File: src/rtl/fyp_gen_pkg.sv
// fyp_gen_pkg
// Shared definitions for the fixed-format Ethernet frame generator:
// FSM state encoding, default header constants and the PRBS LFSR
// polynomial/seed used when the design is built with PRBS_PAYLOAD_EN.
package fyp_gen_pkg;

    typedef enum logic [1:0] {
        IDLE = 2'd0,
        SEND = 2'd1,
        GAP  = 2'd2
    } gen_state_t;

    localparam logic [47:0] DEFAULT_DST_MAC   = 48'hFFFF_FFFF_FFFF;
    localparam logic [47:0] DEFAULT_SRC_MAC   = 48'h0215_1813_8300;
    localparam logic [15:0] DEFAULT_ETHERTYPE = 16'h88B5;

    // Right-shift Galois form of x^32 + x^22 + x^2 + x + 1.
    localparam logic [31:0] LFSR_POLY = 32'h8020_0003;
    localparam logic [31:0] LFSR_SEED = 32'hFFFF_FFFF;

    // Destination + source + EtherType.
    localparam int HDR_BYTES = 14;

endpackage

File: src/rtl/fyp_gen_lfsr.sv
// fyp_gen_lfsr
// 32-bit Galois LFSR supplying pseudo-random payload words. Seeded on
// reset only; it advances one step per cycle with enable high.
// Ports:
//   clk    - system clock
//   reset  - synchronous, active-high; loads LFSR_SEED
//   enable - advance one step
//   state  - current LFSR contents
module fyp_gen_lfsr
    import fyp_gen_pkg::*;
(
    input  logic        clk,
    input  logic        reset,
    input  logic        enable,
    output logic [31:0] state
);

    always_ff @(posedge clk) begin
        if (reset) begin
            state <= LFSR_SEED;
        end else if (enable) begin
            state <= {1'b0, state[31:1]} ^ (state[0] ? LFSR_POLY : 32'h0);
        end
    end

endmodule

File: src/rtl/fyp_packet_generator.sv
// fyp_packet_generator
// Emits back-to-back fixed-length Ethernet frames (no FCS) on the MAC's
// Avalon-ST transmit port, with a fixed idle gap between frames.
// Push buttons start/stop the stream; a stop lets the current frame
// finish. The receive port is a drain-only sink.
// Build option: define PRBS_PAYLOAD_EN to take payload bytes from a
// 32-bit LFSR instead of the incrementing byte pattern.
// Ports:
//   clk, reset                      - 125 MHz clock, sync active-high reset
//   gen_start, gen_stop             - asynchronous push-button levels
//   eth_ast_tx_*                    - Avalon-ST source, ready latency 0
//   eth_ast_rx_* (inputs)           - ignored
//   eth_ast_rx_rdy                  - always 1
module fyp_packet_generator
    import fyp_gen_pkg::*;
#(
    parameter int          FRAME_BYTES = 60,
    parameter int          IPG_CYCLES  = 12,
    parameter logic [47:0] DST_MAC     = DEFAULT_DST_MAC,
    parameter logic [47:0] SRC_MAC     = DEFAULT_SRC_MAC,
    parameter logic [15:0] ETHERTYPE   = DEFAULT_ETHERTYPE
) (
    input  logic        clk,
    input  logic        reset,
    input  logic        gen_start,
    input  logic        gen_stop,
    output logic [31:0] eth_ast_tx_data,
    output logic        eth_ast_tx_sop,
    output logic        eth_ast_tx_eop,
    output logic        eth_ast_tx_err,
    output logic [1:0]  eth_ast_tx_empty,
    output logic        eth_ast_tx_valid,
    input  logic        eth_ast_tx_rdy,
    input  logic [31:0] eth_ast_rx_data,
    input  logic        eth_ast_rx_sop,
    input  logic        eth_ast_rx_eop,
    input  logic        eth_ast_rx_valid,
    input  logic [5:0]  eth_ast_rx_err,
    input  logic [1:0]  eth_ast_rx_empty,
    output logic        eth_ast_rx_rdy
);

    localparam int           NUM_BEATS = (FRAME_BYTES + 3) / 4;
    localparam logic [8:0]   LAST_BEAT = 9'(NUM_BEATS - 1);
    localparam logic [1:0]   EOP_EMPTY = 2'((4 - FRAME_BYTES % 4) % 4);
    localparam logic [10:0]  FRAME_LEN = 11'(FRAME_BYTES);
    localparam logic [10:0]  HDR_LEN   = 11'(HDR_BYTES);
    localparam logic [111:0] HEADER    = {DST_MAC, SRC_MAC, ETHERTYPE};

    gen_state_t  state, state_next;
    logic        start_meta, start_sync, start_prev;
    logic        stop_meta, stop_sync, stop_prev;
    logic        start_pulse, stop_pulse;
    logic        running;
    logic [8:0]  beat_idx;
    logic [7:0]  gap_cnt;
    logic        tx_fire, last_beat, gap_done;
    logic [31:0] prbs_word;
    logic        unused_rx;

    assign start_pulse = start_sync & ~start_prev;
    assign stop_pulse  = stop_sync & ~stop_prev;
    assign tx_fire     = eth_ast_tx_valid & eth_ast_tx_rdy;
    assign last_beat   = (beat_idx == LAST_BEAT);
    assign gap_done    = (gap_cnt == 8'd0);

    assign eth_ast_rx_rdy = 1'b1;
    assign eth_ast_tx_err = 1'b0;
    assign unused_rx = ^{eth_ast_rx_data, eth_ast_rx_sop, eth_ast_rx_eop,
                         eth_ast_rx_valid, eth_ast_rx_err, eth_ast_rx_empty};

`ifdef PRBS_PAYLOAD_EN
    // Every beat from w3 onward carries payload, so each transfer of
    // one of them consumes one LFSR word.
    fyp_gen_lfsr u_lfsr (
        .clk    (clk),
        .reset  (reset),
        .enable (tx_fire && (beat_idx >= 9'd3)),
        .state  (prbs_word)
    );
`else
    assign prbs_word = 32'h0;
`endif

    always_ff @(posedge clk) begin
        if (reset) begin
            state <= IDLE;
        end else begin
            state <= state_next;
        end
    end

    always_ff @(posedge clk) begin
        if (reset) begin
            start_meta <= 1'b0;
            start_sync <= 1'b0;
            start_prev <= 1'b0;
            stop_meta  <= 1'b0;
            stop_sync  <= 1'b0;
            stop_prev  <= 1'b0;
            running    <= 1'b0;
            beat_idx   <= 9'd0;
            gap_cnt    <= 8'd0;
        end else begin
            start_meta <= gen_start;
            start_sync <= start_meta;
            start_prev <= start_sync;
            stop_meta  <= gen_stop;
            stop_sync  <= stop_meta;
            stop_prev  <= stop_sync;

            // Stop has priority when both buttons edge in the same cycle.
            if (stop_pulse) begin
                running <= 1'b0;
            end else if (start_pulse) begin
                running <= 1'b1;
            end

            if (tx_fire) begin
                beat_idx <= last_beat ? 9'd0 : beat_idx + 9'd1;
            end

            // Loaded with IPG-1 so GAP lasts exactly IPG_CYCLES cycles.
            if (tx_fire && last_beat && (IPG_CYCLES > 0)) begin
                gap_cnt <= 8'(IPG_CYCLES - 1);
            end else if ((state == GAP) && !gap_done) begin
                gap_cnt <= gap_cnt - 8'd1;
            end
        end
    end

    always_comb begin
        state_next = state;
        unique case (state)
            IDLE: if (running) state_next = SEND;
            SEND: begin
                if (tx_fire && last_beat) begin
                    if (IPG_CYCLES > 0) state_next = GAP;
                    else                state_next = running ? SEND : IDLE;
                end
            end
            GAP:  if (gap_done) state_next = running ? SEND : IDLE;
            default: state_next = IDLE;
        endcase
    end

    function automatic logic [7:0] frame_byte(input logic [10:0] pos,
                                              input logic [7:0]  payload);
        if (pos < HDR_LEN)        return HEADER[8*(13 - int'(pos)) +: 8];
        else if (pos < FRAME_LEN) return payload;
        else                      return 8'h00;
    endfunction

    always_comb begin
        logic [10:0] pos;
        logic [7:0]  payload;
        eth_ast_tx_valid = (state == SEND);
        eth_ast_tx_sop   = eth_ast_tx_valid && (beat_idx == 9'd0);
        eth_ast_tx_eop   = eth_ast_tx_valid && last_beat;
        eth_ast_tx_empty = eth_ast_tx_eop ? EOP_EMPTY : 2'd0;
        eth_ast_tx_data  = 32'h0;
        pos              = 11'd0;
        payload          = 8'h00;
        if (eth_ast_tx_valid) begin
            for (int j = 0; j < 4; j++) begin
                pos = {beat_idx, 2'b00} + 11'(j);
`ifdef PRBS_PAYLOAD_EN
                payload = prbs_word[31 - 8*j -: 8];
`else
                payload = 8'(pos - HDR_LEN);
`endif
                eth_ast_tx_data[31 - 8*j -: 8] = frame_byte(pos, payload);
            end
        end
    end

endmodule

File: config.mk
export PLATFORM = sky130hd
export DESIGN_NAME = fyp_packet_generator
export DESIGN_NICKNAME = d
export VERILOG_FILES = /design/src/rtl/fyp_gen_pkg.sv /design/src/rtl/fyp_gen_lfsr.sv /design/src/rtl/fyp_packet_generator.sv
export SDC_FILE = /design/constraint.sdc
export NUM_CORES = 1
export LEC_CHECK = 0
export ABC_AREA = 1
export CELL_PAD_IN_SITES_DETAIL_PLACEMENT = 1
export CELL_PAD_IN_SITES_GLOBAL_PLACEMENT = 1
export CORE_AREA = 2 2 80 82
export CTS_BUF_LIST = sky130_fd_sc_hd__clkbuf_4
export DETAILED_ROUTE_END_ITERATION = 8
export DIE_AREA = 0 0 82 84
export DONT_BUFFER_PORTS = 1
export PLACE_DENSITY_LB_ADDON = 0.08
export SLEW_MARGIN = 20
export SYNTH_ARGS = -nofsm -noshare
export SYNTH_HDL_FRONTEND = slang
export SYNTH_HIERARCHICAL = 1
export SYNTH_SLANG_ARGS = --single-unit
File: constraint.sdc
create_clock -name clk -period 6.05 [get_ports clk]
set_input_delay 1.815 -clock clk [delete_from_list [all_inputs] [get_ports clk]]
set_output_delay 1.815 -clock clk [all_outputs]
set_load 0.02 [all_outputs]
==> impl_metrics.yaml, run 1 <==
final_layout:
  area_growth_pct: 1.17
  instances_no_fill: 368
  nNetsFinal: 346
  fin_util_pct: 33.8
  multi_input_area_sq_um: 1190
  drive_above_1_share_pct: 14.1
  stdcell_area_sq_um: 2060
  final_cell_mix: "nand2_1, nor2_1, inv_1, dfxtp_1, nand3_1"
  antennaDiodeCount: 0
  fill_cells: 796
  seqCellArea_sq_um: 520
  final_common_cell: "nand2_1"
timing:
  timing.final.crit_share_pct: 71.2
  whs_ps: 418
  worst_pin_slew_ps: 939
  slew-limit-headroom_pct: 36.8
  setup_viol: 0
  drv_slew: 0
  setup_ws_ps: 1740
  fmax_mhz: 232
  finalCriticalPeriod_ps: 4310
  setup_tns_ps: 0
  hold_violations: 0
  rsz0062_at_grt: "no"
  worst_clock_skew_ps: 9.66
drt:
  routed-via-count: 1731
  drt_wl_total_um: 4800
  detail_route.wl_per_cell_um: 13.0
  drt_iter0_drc: 64
  drc_errors: 0
  ant_nets: 0
  via_per_inst: 4.70
  firstDrtPassIters: 4
place:
  dpl.hpwl_um: 3830
  globalplace.congestion: 0.757
  dp_slack_ps: 2120
  placed_area_sq_um: 2010
  dp_cells: 364
  io_buffers: 0
synthesis:
  yosysSeqAreaShare_pct: 25.6
  synthMuxAreaShare_pct: 0
  synth_top_area_cell: "dfxtp_1"
  synth.area.top_cells: "dfxtp_1, nand2_1, nor2_1"
  synth.cell_area_sq_um: 2040
  synthAdderAreaFrac_pct: 3.69
  synth_warnings: 6
  async_flop_share_pct: 0
  synthDistinctLibCells: 37
  syn_area_per_cell_sq_um: 6.79
  synth_top_area_share_pct: 25.6
  synth_ff_type: "dfxtp_1"
  synth_edf_count: 0
  yosys.area_share.simple_pct: 42.8
  synth_cells: 300
  synthXorXnorAreaFrac_pct: 2.09
  synth_top_family_by_area: "simple AND/OR/NAND/NOR gates"
  synth_compound_area_share_pct: 9.40
  ys_seq_elements: 26
global_route:
  grt_pass1_vias: 1703
  antenna_found_initial: 0
  grt_use_total_pct: 14.8
  grt_pass1_wl_um: 8110
  grt-ovfl-total: 0
  grt_max_degree: 16
clocking:
  numCtsBuffers: 3
  cts.sinks: 26
  cts_setup_buffers: 0
  clkTransAtPathRegs_ps: 160
  clk_path_buf_depth: 2
  cts_htree_levels: 1
  insertion_delay_ps: 330
  tritoncts: "built"
  postCtsHoldBufs: 0
  cts_resized: 0
  cts_root_buffer: "clkbuf_4"
worst_setup_path:
  worstSetupEndpointType: "output pin"
  critPathArrivalTime_ps: 2490
  path_class: "flip-flop to output pin"
  critical_path_required_ps: 4240
  start_kind: "flip-flop"
  crit_fanout: 10
die:
  core_area_sq_um: 6100
  die_h_um: 84
  rows: 29
  die_x_um: 82
  io_pins: 87
  initial_utilization_pct: 33.4
  dieArea_sq_um: 6890
pwr:
  p_per_area_nw_per_um2: 180
  power.leakage_nw: 0.993
  total_power_uw: 371
  ir_drop_mv: 0.0987
hold_path:
  hold_path_class: "flip-flop to flip-flop"
flow_run:
  max_cap_viol_count: 0
run_status:
  outcome: "finished, final reports clean"
worst paths after layout:
check,from,endpoint,slack (ps),depth (start not counted)
max,beat_idx[2],eth_ast_tx_data[23],1740,7
min,stop_meta,stop_sync,420,2
max reg2reg,beat_idx[0],beat_idx[5],4210,7
min reg2reg,stop_meta,stop_sync,420,2
where the power goes:
group / total, mW / internal, mW / switching [mW]
Sequential: 0.178 / 0.174 / 0.00341
Combinational: 0.0705 / 0.0151 / 0.0554
Clock: 0.123 / 0.0670 / 0.0558
cells in the mapped netlist, types with 4 or more instances:
| library cell | count |
|---|---|
| inv_1 | 46 |
| a21oi_1 | 15 |
| nand2_1 | 59 |
| nor2_1 | 52 |
| nand4_1 | 4 |
| buf_4 | 10 |
| ha_1 | 6 |
| nand2_2 | 6 |
| nor2_4 | 6 |
| nand3_1 | 20 |
| dfxtp_1 | 26 |
| o21ai_0 | 7 |
area by class of cell:
cell class              count  area share (%)
multi-input cells         210            58.0
flip-flops and latches     26            25.3
inverters                  51            9.53
well taps                  77            4.68
clock inverters             1            1.46
clock buffers               3            1.09
sequential cells by signal (all words and copies together), names as in the netlist:
signal and cells:
start_prev 1, stop_prev 1, beat_idx 9, gap_cnt 8
start_sync 1, stop_meta 1, state 2, running 1
stop_sync 1, start_meta 1
kinds of logic (layout without fill, tap and decap cells):
group	count (synthesis)	in the layout
AND/OR/NAND/NOR	166	166
XOR/XNOR	4	4
other	2	4
flip-flops	26	26
adder cells (fa/ha/maj)	6	6
AO/OA/AOI/OAI	30	30
buffers and inverters	66	55
worst max-delay path, stage by stage (launching register included):
cell and delay [ps]:
dfxtp_1 670, inv_4 100, ha_1 330, inv_1 90, nand2_1 90, o21ai_0 200, nand2_1 120, nor2_1 570
layer usage:
metal | wire length, um | track usage (%) | vias up | share of wire, %
met4 | 22 | 3.18 | 0 | 0.46
met3 | 138 | 2.16 | 2 | 2.9
li1 | - | - | 907 | -
met5 | 0 | 0 | - | 0
met1 | 2560 | 21.4 | 797 | 53
met2 | 2080 | 23.1 | 25 | 43
Power figures use the tool's default switching activity.
==> inputs of run 2 (changes only) <==
==> constraint.sdc (replaced) <==
create_clock -name clk -period 4.5 [get_ports clk]
set_input_delay 1.35 -clock clk [delete_from_list [all_inputs] [get_ports clk]]
set_output_delay 1.35 -clock clk [all_outputs]
set_load 0.02 [all_outputs]
==> results of run 2 <==
The final DEF is identical to that of run 1. Status: finished, final reports clean.
Among the figures that moved: setup slack after placement 2120 ps -> 1030 ps; setup slack after layout 1740 ps -> 658 ps; register-to-register setup slack 4210 ps -> 2660 ps; total power 0.371 mW -> 0.499 mW; worst IR drop on VDD 0.0987 mV -> 0.133 mV
